`config.mk`:
```
export PLATFORM = sky130hd
export DESIGN_NAME = rtc_alarm_clock
export DESIGN_NICKNAME = d
export VERILOG_FILES = /design/src/rtl/rtc_alarm_clock.sv
export SDC_FILE = /design/constraint.sdc
export NUM_CORES = 1
export LEC_CHECK = 0
export CAP_MARGIN = 15
export CORE_ASPECT_RATIO = 1.1
export CORE_MARGIN = 2
export CORE_UTILIZATION = 29
export CTS_CLUSTER_DIAMETER = 150
export DETAILED_ROUTE_END_ITERATION = 8
export GPL_TIMING_DRIVEN = 0
export HOLD_SLACK_MARGIN = 0.03
export RECOVER_POWER = 100
export SLEW_MARGIN = 20
export SYNTH_ARGS = -nofsm -noshare
export SYNTH_HDL_FRONTEND = slang
export SYNTH_SLANG_ARGS = --single-unit
```
`constraint.sdc`:
```
create_clock -name clk -period 4.5 [get_ports clk]
set_input_delay 0.45 -clock clk [delete_from_list [all_inputs] [get_ports clk]]
set_output_delay 0.45 -clock clk [all_outputs]
set_load 0.01 [all_outputs]
```
`src/rtl/rtc_alarm_clock.sv`:
```
// Real-time clock with run/pause, validated time set, 12/24-hour BCD display
// and an alarm that supports snooze and automatic stop after a ring timeout.
module rtc_alarm_clock #(
    parameter int CNT_W      = 32,
    parameter int SNOOZE_MIN = 5,
    parameter int RING_MAX_S = 60
) (
    input  logic             clk,
    input  logic             reset,
    input  logic [CNT_W-1:0] tick_div,
    input  logic             run,
    input  logic             mode_12h,
    input  logic             set_valid,
    input  logic [4:0]       set_hh,
    input  logic [5:0]       set_mm,
    input  logic [5:0]       set_ss,
    input  logic             alarm_wr,
    input  logic [4:0]       alarm_hh,
    input  logic [5:0]       alarm_mm,
    input  logic             alarm_en,
    input  logic             alarm_ack,
    input  logic             snooze,
    output logic             sec_pulse,
    output logic             set_err,
    output logic [3:0]       sec_ones,
    output logic [3:0]       sec_tens,
    output logic [3:0]       min_ones,
    output logic [3:0]       min_tens,
    output logic [3:0]       hour_ones,
    output logic [3:0]       hour_tens,
    output logic             pm,
    output logic             alarm_ring
);

    localparam int SNZ_W = $clog2(SNOOZE_MIN * 60 + 1);
    localparam logic [SNZ_W-1:0] SNZ_LOAD   = SNZ_W'(SNOOZE_MIN * 60);
    localparam logic [7:0]       RING_LIMIT = 8'(RING_MAX_S);

    typedef enum logic [1:0] {IDLE, RING, SNZ} state_t;

    state_t           state_reg, state_next;
    logic [CNT_W-1:0] cnt_reg, cnt_next, div_last;
    logic [4:0]       hh_reg, hh_next, inc_hh, al_hh_reg, al_hh_next;
    logic [5:0]       mm_reg, mm_next, inc_mm, al_mm_reg, al_mm_next;
    logic [5:0]       ss_reg, ss_next, inc_ss;
    logic [7:0]       ring_cnt_reg, ring_cnt_next;
    logic [SNZ_W-1:0] snz_cnt_reg, snz_cnt_next;
    logic             sec_pulse_reg, set_err_reg;
    logic             tick, adv, set_ok, alarm_ok, alarm_hit;
    logic [4:0]       disp_hh;
    logic [5:0]       field [3];
    logic [7:0]       bcd [3];

    function automatic logic [7:0] to_bcd(input logic [5:0] v);
        logic [5:0] t;
        logic [5:0] o;
        t = v / 6'd10;
        o = v - t * 6'd10;
        return {t[3:0], o[3:0]};
    endfunction

    // A zero divisor behaves as one: a tick on every enabled cycle.
    assign div_last = (tick_div == '0) ? '0 : tick_div - CNT_W'(1);
    assign tick     = run && (cnt_reg >= div_last);
    assign set_ok   = set_valid && (set_hh < 5'd24) && (set_mm < 6'd60) && (set_ss < 6'd60);
    assign alarm_ok = (alarm_hh < 5'd24) && (alarm_mm < 6'd60);
    assign adv      = tick && !set_ok;

    always_comb begin
        cnt_next = cnt_reg;
        if (set_ok || tick)
            cnt_next = '0;
        else if (run)
            cnt_next = cnt_reg + CNT_W'(1);
    end

    always_comb begin
        inc_ss = ss_reg + 6'd1;
        inc_mm = mm_reg;
        inc_hh = hh_reg;
        if (ss_reg == 6'd59) begin
            inc_ss = '0;
            inc_mm = mm_reg + 6'd1;
            if (mm_reg == 6'd59) begin
                inc_mm = '0;
                inc_hh = (hh_reg == 5'd23) ? 5'd0 : hh_reg + 5'd1;
            end
        end
    end

    always_comb begin
        hh_next    = hh_reg;
        mm_next    = mm_reg;
        ss_next    = ss_reg;
        al_hh_next = al_hh_reg;
        al_mm_next = al_mm_reg;
        if (set_ok) begin
            hh_next = set_hh;
            mm_next = set_mm;
            ss_next = set_ss;
        end else if (adv) begin
            hh_next = inc_hh;
            mm_next = inc_mm;
            ss_next = inc_ss;
        end
        if (alarm_wr && alarm_ok) begin
            al_hh_next = alarm_hh;
            al_mm_next = alarm_mm;
        end
    end

    // Alarm match looks at the time the current tick is about to produce.
    assign alarm_hit = alarm_en && (inc_hh == al_hh_reg) && (inc_mm == al_mm_reg) && (inc_ss == 6'd0);

    always_comb begin
        state_next    = state_reg;
        ring_cnt_next = ring_cnt_reg;
        snz_cnt_next  = snz_cnt_reg;
        case (state_reg)
            IDLE: begin
                if (adv && alarm_hit) begin
                    state_next    = RING;
                    ring_cnt_next = '0;
                end
            end
            RING: begin
                if (alarm_ack || !alarm_en) begin
                    state_next = IDLE;
                end else if (snooze) begin
                    state_next   = SNZ;
                    snz_cnt_next = SNZ_LOAD;
                end else if (adv) begin
                    ring_cnt_next = ring_cnt_reg + 8'd1;
                    if (ring_cnt_reg + 8'd1 == RING_LIMIT)
                        state_next = IDLE;
                end
            end
            SNZ: begin
                if (alarm_ack || !alarm_en) begin
                    state_next = IDLE;
                end else if (adv) begin
                    snz_cnt_next = snz_cnt_reg - SNZ_W'(1);
                    if (snz_cnt_reg == SNZ_W'(1)) begin
                        state_next    = RING;
                        ring_cnt_next = '0;
                    end
                end
            end
            default: state_next = IDLE;
        endcase
    end

    always_ff @(posedge clk or posedge reset) begin
        if (reset) begin
            state_reg     <= IDLE;
            cnt_reg       <= '0;
            hh_reg        <= '0;
            mm_reg        <= '0;
            ss_reg        <= '0;
            al_hh_reg     <= '0;
            al_mm_reg     <= '0;
            ring_cnt_reg  <= '0;
            snz_cnt_reg   <= '0;
            sec_pulse_reg <= 1'b0;
            set_err_reg   <= 1'b0;
        end else begin
            state_reg     <= state_next;
            cnt_reg       <= cnt_next;
            hh_reg        <= hh_next;
            mm_reg        <= mm_next;
            ss_reg        <= ss_next;
            al_hh_reg     <= al_hh_next;
            al_mm_reg     <= al_mm_next;
            ring_cnt_reg  <= ring_cnt_next;
            snz_cnt_reg   <= snz_cnt_next;
            sec_pulse_reg <= adv;
            set_err_reg   <= (set_valid && !set_ok) || (alarm_wr && !alarm_ok);
        end
    end

    always_comb begin
        disp_hh = hh_reg;
        if (mode_12h) begin
            if (hh_reg == 5'd0)
                disp_hh = 5'd12;
            else if (hh_reg > 5'd12)
                disp_hh = hh_reg - 5'd12;
        end
    end

    assign field[0] = ss_reg;
    assign field[1] = mm_reg;
    assign field[2] = {1'b0, disp_hh};

    generate
        for (genvar gi = 0; gi < 3; gi++) begin : g_bcd
            assign bcd[gi] = to_bcd(field[gi]);
        end
    endgenerate

    assign sec_ones   = bcd[0][3:0];
    assign sec_tens   = bcd[0][7:4];
    assign min_ones   = bcd[1][3:0];
    assign min_tens   = bcd[1][7:4];
    assign hour_ones  = bcd[2][3:0];
    assign hour_tens  = bcd[2][7:4];
    assign pm         = mode_12h && (hh_reg >= 5'd12);
    assign sec_pulse  = sec_pulse_reg;
    assign set_err    = set_err_reg;
    assign alarm_ring = (state_reg == RING);

endmodule
```
# == Word level (Yosys, flattened, before mapping) ==
# Cells that the tools add are included.
# word_totals
ff_bits,81
inputBits,69
out_inout_bits,28
elab_cells,128
# op_classes
add_sub_neg,11
mul,3
div_mod_pow,3
n_lt_le_gt_ge,8
n_eq_ne,21
mux,40
reduce_logical,31
# ops
operator,n
$mux 32,3
$mux 8,7
$mux 6,7
$mux 5,8
$mux 9,4
$add 32x1->32 const B,1
$ge 32x32->1,1
$logic_not 32->1,1
$sub 32x1->32 const B,1
$pmux 8 s3,1
$lt 6x6->1 const B,3
$mul 6x3->3 const B,3
$pmux 9 s2,1
$mux 2,8
$logic_and 1x1->1,14
$ne 2x2->1 const B,7
$add 6x1->6 const B,2
$div 6x4->6 const B,2
$eq 6x6->1 const B,2
$sub 4x4->4,3
$lt 5x5->1 const B,2
$reduce_and 5->1,2
$eq 9x1->1 const B,1
$sub 9x1->9 const B,1
24 further kinds,32

# == Logic depth before layout (Yosys ltp) ==
# Gate-level depths: netlist (run 1).
# depth
depth_word,11
mapped_depth,20
depth_no_buf,17

# == Worst setup path after synthesis (run 1) ==
# Ideal clock, no wire load.
# synth_path
path_type,in2reg
start,in tick_div[15]
end,reg snz_cnt_reg[0]
setup_time_ns,0.128
t_arrival_ns,4.707
required_time_ns,4.372
slack_ns,-0.335
cell_stages,18
n_path_buf,2
path_cell_list,or4_1 or4_1 nor4b_2 nand3b_1 nor3_1 nand2_1 xnor2_1 nand2_1 ha_1 nand4_1 or3b_1 or3_1 o2bb2ai_4 clkbuf_1 buf_2 nand3_1 nand3_1 o21ai_0
# synth_via
elab_chain_cells,7
elab_cells_between_ends,8
classes_between,1 x add/sub; 1 x order compare; 1 x eq/ne; 1 x mux; 4 x reduce/logical
# synth_rtl
element,line,source
start: declaration,10,"input logic [CNT_W-1:0] tick_div,"
$sub 32x1->32 / $logic_not 32->1 (equally long branches),63,assign div_last = (tick_div == '0) ? '0 : tick_div - CNT_W'(1);
$mux 32 (*),63,
$ge 32x32->1 (*),64,assign tick = run && (cnt_reg >= div_last);
$logic_and 1x1->1 (*),64,
$logic_and 1x1->1 (*),67,assign adv = tick && !set_ok;
$ne 2x2->1 (no source line) (*),--,
$reduce_and 5->1 (no source line) (*),--,
end signal: assignment,175,snz_cnt_reg <= snz_cnt_next;
end: declaration,47,"logic [SNZ_W-1:0] snz_cnt_reg, snz_cnt_next;"
# Mark *: on every way between the ends. The rest lies on a longest branch, timed or not.
# A chain may end at the register's enable or synchronous reset.

# == Final worst setup path (run 1) ==
# layout_path
start,in tick_div[13]
end,reg snz_cnt_reg[8]
# The elaborated chain is that of the path after synthesis.

==> results.md, run 1 <==
Clock tree:
- The number of buffers created by CTS is 9.
- The later pin in the worst-skew pair is clocked with a latency of 0.36 ns.
- The master cell of the clock root buffer is clkbuf_16.
- The H-tree was split into 3 levels.
- The clock tree buffer depth is 2.
- The clock sink count is 81.
- TritonCTS built the clock tree.
- The clock-pin slew on the worst setup and hold paths is 0.06 ns.
- The number of hold buffers added after CTS was 0.

Die:
- The floorplan die area is 0.0253 mm2.
- The effective utilization at floorplan is 0.295.
- The die is 167 um tall.
- From left edge to right edge, the die measures 152 um.
- In this run the core area contains 59 standard-cell rows.
- The total area inside the core boundary comes to 0.0236 mm2.
- The number of ports placed on the die boundary is 97.

Timing:
- The hold violation count in the final report came to 0.
- Headroom to the max-slew limit came out at -0.371.
- The final number of max-transition violations is 84.
- The time the final worst path needs with I/O delays and setup is 4.76 ns.
- For the final database, setup skew stands at 0.00930 ns.
- The pin slew with the least headroom to its limit is 2.06 ns.
- The worst hold slack is 0.505 ns.
- Derived from the worst setup path, the maximum achievable clock frequency is 210 MHz.
- The post-route fraction of the period consumed by the critical path is 1.06.
- The worst setup margin is -0.256 ns.
- The total of endpoints with negative setup slack in the final report is 64.
- Setup repair after global routing could not meet its margin everywhere.

Cells and area:
- In the final design database the tool counted 1118 nets.
- In the layout the commonest cells are nand2_1, dfrtp_1, clkdlybuf4s50_1.
- Fill cells in the final layout number 2379.
- The area growth from synthesis to layout is 39.7%.
- The register with the most flip-flops in the layout has 32 of them.
- Leaving out fill and tap cells, the most frequent cell in the layout is nand2_1.
- 0 antenna diodes ended up in the layout.
- The utilization of the core after routing is 0.413.
- The share of cells above drive strength 1 is 0.202.

Synthesis:
- Counting flops and latches in the post-synthesis netlist gives 81.
- Counting distinct cell types in the post-synthesis netlist gives 75.
- For this run, the leading register cell type out of synthesis is dfrtp_1.
- A synthesized cell averages 8.25 um2.
- The share of the Yosys chip area taken by registers is 0.290.
- The synthesized instance count is 846.
- The summed instance area of the synthesized netlist is 0.00698 mm2.
- The count of flip-flops with a built-in enable after synthesis is 0.
- The share of flip-flops with an asynchronous set or reset is 1.00.
- The count of warnings emitted by yosys is 0.

Global routing:
- The initial antenna violation count was 0.
- Across every metal layer, demand over resource in global routing totals 0.156.
- The number of global-route vias before repair is 6436.
- The first global-routing pass estimated 32.4 mm of wire.
- Entering global routing, the biggest net connects 47 pins.
- The leftover overflow at the end of global routing is 0.

Worst setup path:
- The worst stage delay on the critical path is 0.53 ns.
- The critical path startpoint category is an input pin.
- Counting stages on the worst path, the most repeated cell is or4_4.
- The required time reported for the critical path endpoint is 4.78 ns.
- The critical path's slowest cell is or4_4.
- The worst setup path is captured at a register.
- Traced cell by cell, the critical path runs through buf_8 -> or4_4 -> or4_4 -> nor4b_4 -> nand3b_1 -> buf_6 -> nor4_4 -> xor2_1 -> nand2_1 -> ha_1 -> and4_1 -> or3b_4 -> or3_4 -> o2bb2ai_4 -> nand4_1 -> buf_6 -> or4_4 -> nand3_2.
- The worst setup path is of the input pin to register kind.
- For the worst setup path, the data arrival time is 5.04 ns.
- The maximum fanout count along the critical path is 5.

Routing:
- The via density per instance is 5.09.
- The routed layout has 6599 vias.
- In the routed design, unresolved DRC markers number 0.
- The first detailed-routing pass took 4 iterations.
- For this block, the routed nets add up to 19.9 mm of wire.
- The per-cell routed wire length is 15.4 um.
- The count of nets left with antenna violations once routing finished came out at 0.
- The first-iteration detailed-routing DRC count is 350.

Hold path:
- The path class of the lowest-slack min-delay path is register to register.

Power:
- For this design the static power due to leakage is 4.13 nW.
- The worst vdd rail ir drop is 193 uV.
- Power spread over the standard cell area amounts to 258 mW/mm2.

Place:
- At the end of routability-driven placement, the weighted congestion stood at 0.865.
- Buffers placed on the I/O ports in this run total 92.
- The HPWL reported at the end of detailed placement is 14.6 mm.

Run:
- Max-cap violations in this run came to 2.

Run status:
- The final reports fail on capacitance limit, slew limit, setup timing.
- The run finished, with violations left.
-- power by group --
part	total, W	switching, W	internal (W)
registers	0.000845	0.0000733	0.000771
logic	0.000895	0.000454	0.000441
clock network	0.000780	0.000338	0.000442
-- worst max-delay path, delay by kind of cell --
kind | cells | cell delay, ns
and+or+nand+nor | 12 | 3.44
buffers and inverters | 3 | 0.45
adders and majority gates | 1 | 0.31
AOI/OAI and AO/OA | 1 | 0.20
xor gates and xnor gates | 1 | 0.18
-- per-layer routing --
layer	vias up	track usage	share of wire
met2	147	0.269	0.49
met3	20	0.0180	0.038
met1	3131	0.198	0.45
met4	0	0.0601	0.019
li1	3301	-	-
met5	-	0	0
-- path summary, 6_finish.rpt --
check                                       startpoint                           to  slack [ns]  cells past startpoint
max                                       tick_div[13]   snz_cnt_reg[8]$_DFFE_PP0P_       -0.26                     18
min                        ring_cnt_reg[0]$_DFFE_PP0P_  ring_cnt_reg[0]$_DFFE_PP0P_        0.50                      1
max reg2reg                      mm_reg[1]$_DFFE_PP0P_  ring_cnt_reg[1]$_DFFE_PP0P_        1.16                     10
min reg2reg                ring_cnt_reg[0]$_DFFE_PP0P_  ring_cnt_reg[0]$_DFFE_PP0P_        0.50                      1
max in group asynchronous                        reset        hh_reg[2]$_DFFE_PP0P_        0.70                      3
min in group asynchronous                        reset      cnt_reg[14]$_DFFE_PP0P_        0.95                      2
-- area by class of cell --
cell class	instances	area [um2]	area share
buffer	35	303	0.0310
clock buffer	9	225	0.0231
clock inverter	7	83.8	0.00860
inverter	41	155	0.0159
multi-input combinational	689	5240	0.537
sequential	81	2030	0.208
tap	305	382	0.0391
timing repair buffer	130	1330	0.137
-- repair_timing --
item | CTS | global route
buffers inserted | 26 | 9
gates cloned | 3 | 2
resized for setup | 127 | 94
hold endpoints to repair | 0 | 0
setup endpoints to repair | 73 | 74
pin swaps | 45 | 54
-- synthesized netlist by cell type, types with 12 or more instances --
| cell | number | area, um2 |
|---|---|---|
| nor3_1 | 13 | 65.1 |
| and3_1 | 14 | 87.6 |
| nand2_1 | 107 | 402 |
| ha_1 | 59 | 738 |
| nor2_1 | 89 | 334 |
| a31oi_1 | 16 | 100 |
| o21ai_0 | 44 | 220 |
| xor2_1 | 44 | 385 |
| dfrtp_1 | 81 | 2030 |
| a21oi_1 | 32 | 160 |
| mux2_2 | 12 | 135 |
| nand4_1 | 27 | 169 |
| nand3_1 | 35 | 175 |
| nor4_1 | 15 | 93.8 |
| clkbuf_1 | 23 | 86.3 |
| inv_1 | 40 | 150 |
| xnor2_1 | 29 | 254 |
-- through the flow --
step | total power (W) | worst slack [ns] | instances | setup TNS (ns) | area (um2)
finish | 0.00252 | -0.256 | 1297 | -5.14 | 9750
global route | 0.00267 | -0.411 | 1297 | -16.66 | 9750
CTS | 0.00253 | -0.395 | 1290 | -17.12 | 9420
detailed placement | 0.00170 | -1.46 | 1247 | -84.33 | 8380
global placement | 0.00169 | -1.36 | 1246 | -78.56 | 8350
floorplan | 0.00134 | -0.103 | 849 | -0.196 | 7040
-- cells by family (layout without fill, tap and decap cells) --
| logic type | after synthesis | count (layout) | share of synthesized area |
|---|---|---|---|
| AND/OR/NAND/NOR | 370 | 370 | 0.267 |
| AO/OA/AOI/OAI | 161 | 161 | 0.158 |
| flip-flops | 81 | 81 | 0.290 |
| buffers and inverters | 79 | 222 | 0.0488 |
| XOR/XNOR | 73 | 73 | 0.0916 |
| adder cells (fa/ha/maj) | 62 | 62 | 0.114 |
| multiplexers | 19 | 19 | 0.0294 |
| other | 1 | 4 | 0.000537 |
Note: power is estimated with default switching activity, not from simulation.
==> inputs of run 2 (changes only) <==
--- a/config.mk
+++ b/config.mk
@@ -11,10 +11,8 @@
 export CORE_UTILIZATION = 29
 export CTS_CLUSTER_DIAMETER = 150
 export DETAILED_ROUTE_END_ITERATION = 8
-export GPL_TIMING_DRIVEN = 0
 export HOLD_SLACK_MARGIN = 0.03
 export RECOVER_POWER = 100
-export SLEW_MARGIN = 20
 export SYNTH_ARGS = -nofsm -noshare
 export SYNTH_HDL_FRONTEND = slang
 export SYNTH_SLANG_ARGS = --single-unit
==> constraint.sdc (replaced) <==
create_clock -name clk -period 5.3 [get_ports clk]
set_input_delay 0.53 -clock clk [delete_from_list [all_inputs] [get_ports clk]]
set_output_delay 0.53 -clock clk [all_outputs]
set_load 0.01 [all_outputs]
==> run 2 against run 1 <==
Against the previous run: the run ends with capacitance limit, slew limit left; sequential cell count did not move; critical path depth did not move; worst hold slack got worse by 0.0082 ns; clock-buffer cell count rose by 1; die area did not move; non-clock buffer count fell by 42; first-iteration DRC count fell by 18%; largest cell class unchanged.
==> results.md, run 2 (same netlist as run 1, synthesis figures left out) <==
Run status:
- The run finished, with violations left.
- The final reports fail on capacitance limit, slew limit.

Power:
- In this run the power density over the cells is 233 mW/mm2.
- Summed over all cells, the static leakage comes to 3.80 nW.
- The worst vdd rail ir drop is 128 uV.

Die:
- The number of ports placed on the die boundary is 97.
- The die boundary height is 167 um.
- The die covers 0.0253 mm2.
- In this run the core area contains 59 standard-cell rows.
- The region available for standard cell placement spans 0.0236 mm2.
- For this configuration, the core starts out at a cell density of 0.295.
- The horizontal die dimension is 152 um.

Worst setup path:
- The data arrival time at the worst-slack endpoint is 5.32 ns.
- The critical path startpoint category is an input pin.
- The maximum fanout count along the critical path is 7.
- The worst stage delay on the critical path is 0.57 ns.
- STA classifies the critical path endpoint as a register.
- The required time reported for the critical path endpoint is 5.57 ns.
- Walking the worst path, the cells encountered are clkdlybuf4s50_1 -> or4_1 -> or4_4 -> nor4b_4 -> nand3b_1 -> nor3_2 -> buf_4 -> nand2_1 -> xnor2_1 -> nand2_1 -> ha_1 -> nand4_1 -> or3b_1 -> or3_4 -> o2bb2ai_4 -> nand4_1 -> or4_1 -> a21oi_1.
- Among all stages on the critical path, the largest delay is contributed by or4_1.
- The critical path is of the input pin to register type.

Clock tree:
- The clock tree buffer depth is 2.
- In this run, post-CTS hold repair placed 0 buffers.
- The clock net in this run drives a total of 81 sinks.
- The clock tree from TritonCTS is done.
- Clock-pin slew was measured on the worst setup and hold paths at 0.06 ns.
- CTS placed an instance of clkbuf_16 at the clock tree root.
- The number of buffers created by CTS is 9.
- The source-to-sink clock delay at the later pin of the worst-skew pair is 0.35 ns.
- CTS built an H-tree with a depth of 3.

Cells and area:
- The top cell types in the final layout, fill and taps aside, are nand2_1, nor2_1, dfrtp_1.
- The flip-flop count of the largest register after layout is 32.
- The total number of nets in the final design is 1076.
- Leaving out fill and tap cells, the most frequent cell in the layout is nand2_1.
- The number of diodes added for antenna fixing is 0.
- The share of cells above drive strength 1 is 0.0780.
- The area growth from synthesis to layout is 24.2%.
- With fillers left out, the area of the finished cells amounts to 0.00867 mm2.

Global routing:
- The initial antenna violation count is 0.
- The maximum number of pins on one net before global-route repair is 45.
- The first global-routing pass estimated 30.4 mm of wire.
- The number of global-route vias before repair was 6143.
- The leftover overflow at the end of global routing is 0.
- Across every metal layer, demand over resource in global routing totals 0.143.

Routing:
- Before antenna repair, the detailed router went through 4 iterations.
- The count of nets left with antenna violations once routing finished came out at 0.
- The detailed-route via count is 6370.
- In the routed design, unresolved DRC markers number 0.
- Dividing the detail-routed wire length by the instance count gives 14.4 um.
- The via density per instance is 5.08.
- The routed wire length is 18.1 mm.
- The detailed router finished its first iteration with 286 violations.

Place:
- The number of buffers inserted by port buffering is 92.
- The congestion estimate from routability-driven global placement came to 0.852.
- The total placed instance area is 0.00837 mm2.
- The HPWL reported at the end of detailed placement is 13.9 mm.

Timing:
- The hold violation count in the final report is 0.
- The pin slew with the least headroom to its limit is 2.50 ns.
- Hold timing on the final database bottoms out at a slack of 0.497 ns.
- Derived from the worst setup path, the maximum achievable clock frequency is 198 MHz.
- The max-slew headroom at the worst pin is -0.666.
- Dividing the final minimum period by the clock period gives 0.953.
- Across the routed clock network, the largest skew measured is 0.00854 ns.
- The final number of max-transition violations is 84.
- Setup violations remaining at the end of the flow were counted as 0.
- Subtracting the final worst setup slack from the clock period gives 5.05 ns.

Run:
- The tool flagged a number of max-cap violations equal to 2.

Hold path:
- The path class of the lowest-slack min-delay path is register to register.
run 2: changes by cell type in the layout (fill, tap and decap cells not counted), moves of 8 or more:
cell     delta
buf_6      -17
nor2_1     +28
a21oi_1     +8
nor2_2      -9
o21ai_0    +16
o21ai_1    -13
nor2_4     -19
nand3_1     +9
run 2: repair_timing:
| item | in CTS | in global routing |
|---|---|---|
| endpoints found under the setup margin | 0 | 25 |
| endpoints found under the hold margin | 0 | 0 |
| resized for setup | 0 | 5 |
| setup buffers | 0 | 0 |
run 2: worst max-delay path, delay by kind of cell:
kind / cells / cell delay, ns
AO/OA/AOI/OAI: 2 / 0.41
adder cells (fa/ha/maj): 1 / 0.29
XOR/XNOR: 1 / 0.16
buffers and inverters: 2 / 0.56
AND/OR/NAND/NOR: 12 / 3.38
run 2: per-layer routing:
layer	part of all wire	vias up	GRT usage
met1	0.47	3005	0.190
met4	0.010	0	0.0325
met3	0.046	21	0.0341
met2	0.47	137	0.236
li1	-	3207	-
met5	0	-	0
run 2: layout make-up:
class | count | area [um2]
clock buffer | 10 | 239
tap | 305 | 382
inverter | 41 | 155
timing repair buffer | 123 | 1160
fill | 2473 | 15000
clock inverter | 5 | 56.3
sequential | 81 | 2030
multi-input combinational | 689 | 4650
run 2: worst paths after layout:
kind                       cells after the start  slack (ns)                           to                        start
min                                            1        0.50  ring_cnt_reg[7]$_DFFE_PP0P_  ring_cnt_reg[7]$_DFFE_PP0P_
min reg2reg                                    1        0.50  ring_cnt_reg[7]$_DFFE_PP0P_  ring_cnt_reg[7]$_DFFE_PP0P_
min in group asynchronous                      2        1.05       cnt_reg[8]$_DFFE_PP0P_                        reset
max in group asynchronous                      3        1.28     al_mm_reg[1]$_DFFE_PP0P_                        reset
max                                           18        0.25   snz_cnt_reg[4]$_DFFE_PP0P_                 tick_div[15]
max reg2reg                                    9        1.88  ring_cnt_reg[1]$_DFFE_PP0P_        ss_reg[1]$_DFFE_PP0P_
run 2: stage by stage:
stage                     instances  power (W)  setup WS [ns]  setup TNS [ns]   util
final                          1254    0.00202          0.247               0  0.367
after global routing           1254    0.00216        -0.0109         -0.0198  0.367
after CTS                      1254    0.00208          0.128               0  0.367
after detailed placement       1239    0.00142         -0.255           -3.92  0.354
after global placement         1239    0.00142         -0.127          -0.995  0.354
after floorplan                 849    0.00113          0.385               0      -
run 2: power breakdown:
part           leakage, nW  switching, W  internal (W)  total (W)
registers             1.05     0.0000792      0.000654   0.000733
logic                 2.60      0.000328      0.000325   0.000654
clock network        0.144      0.000261      0.000374   0.000636
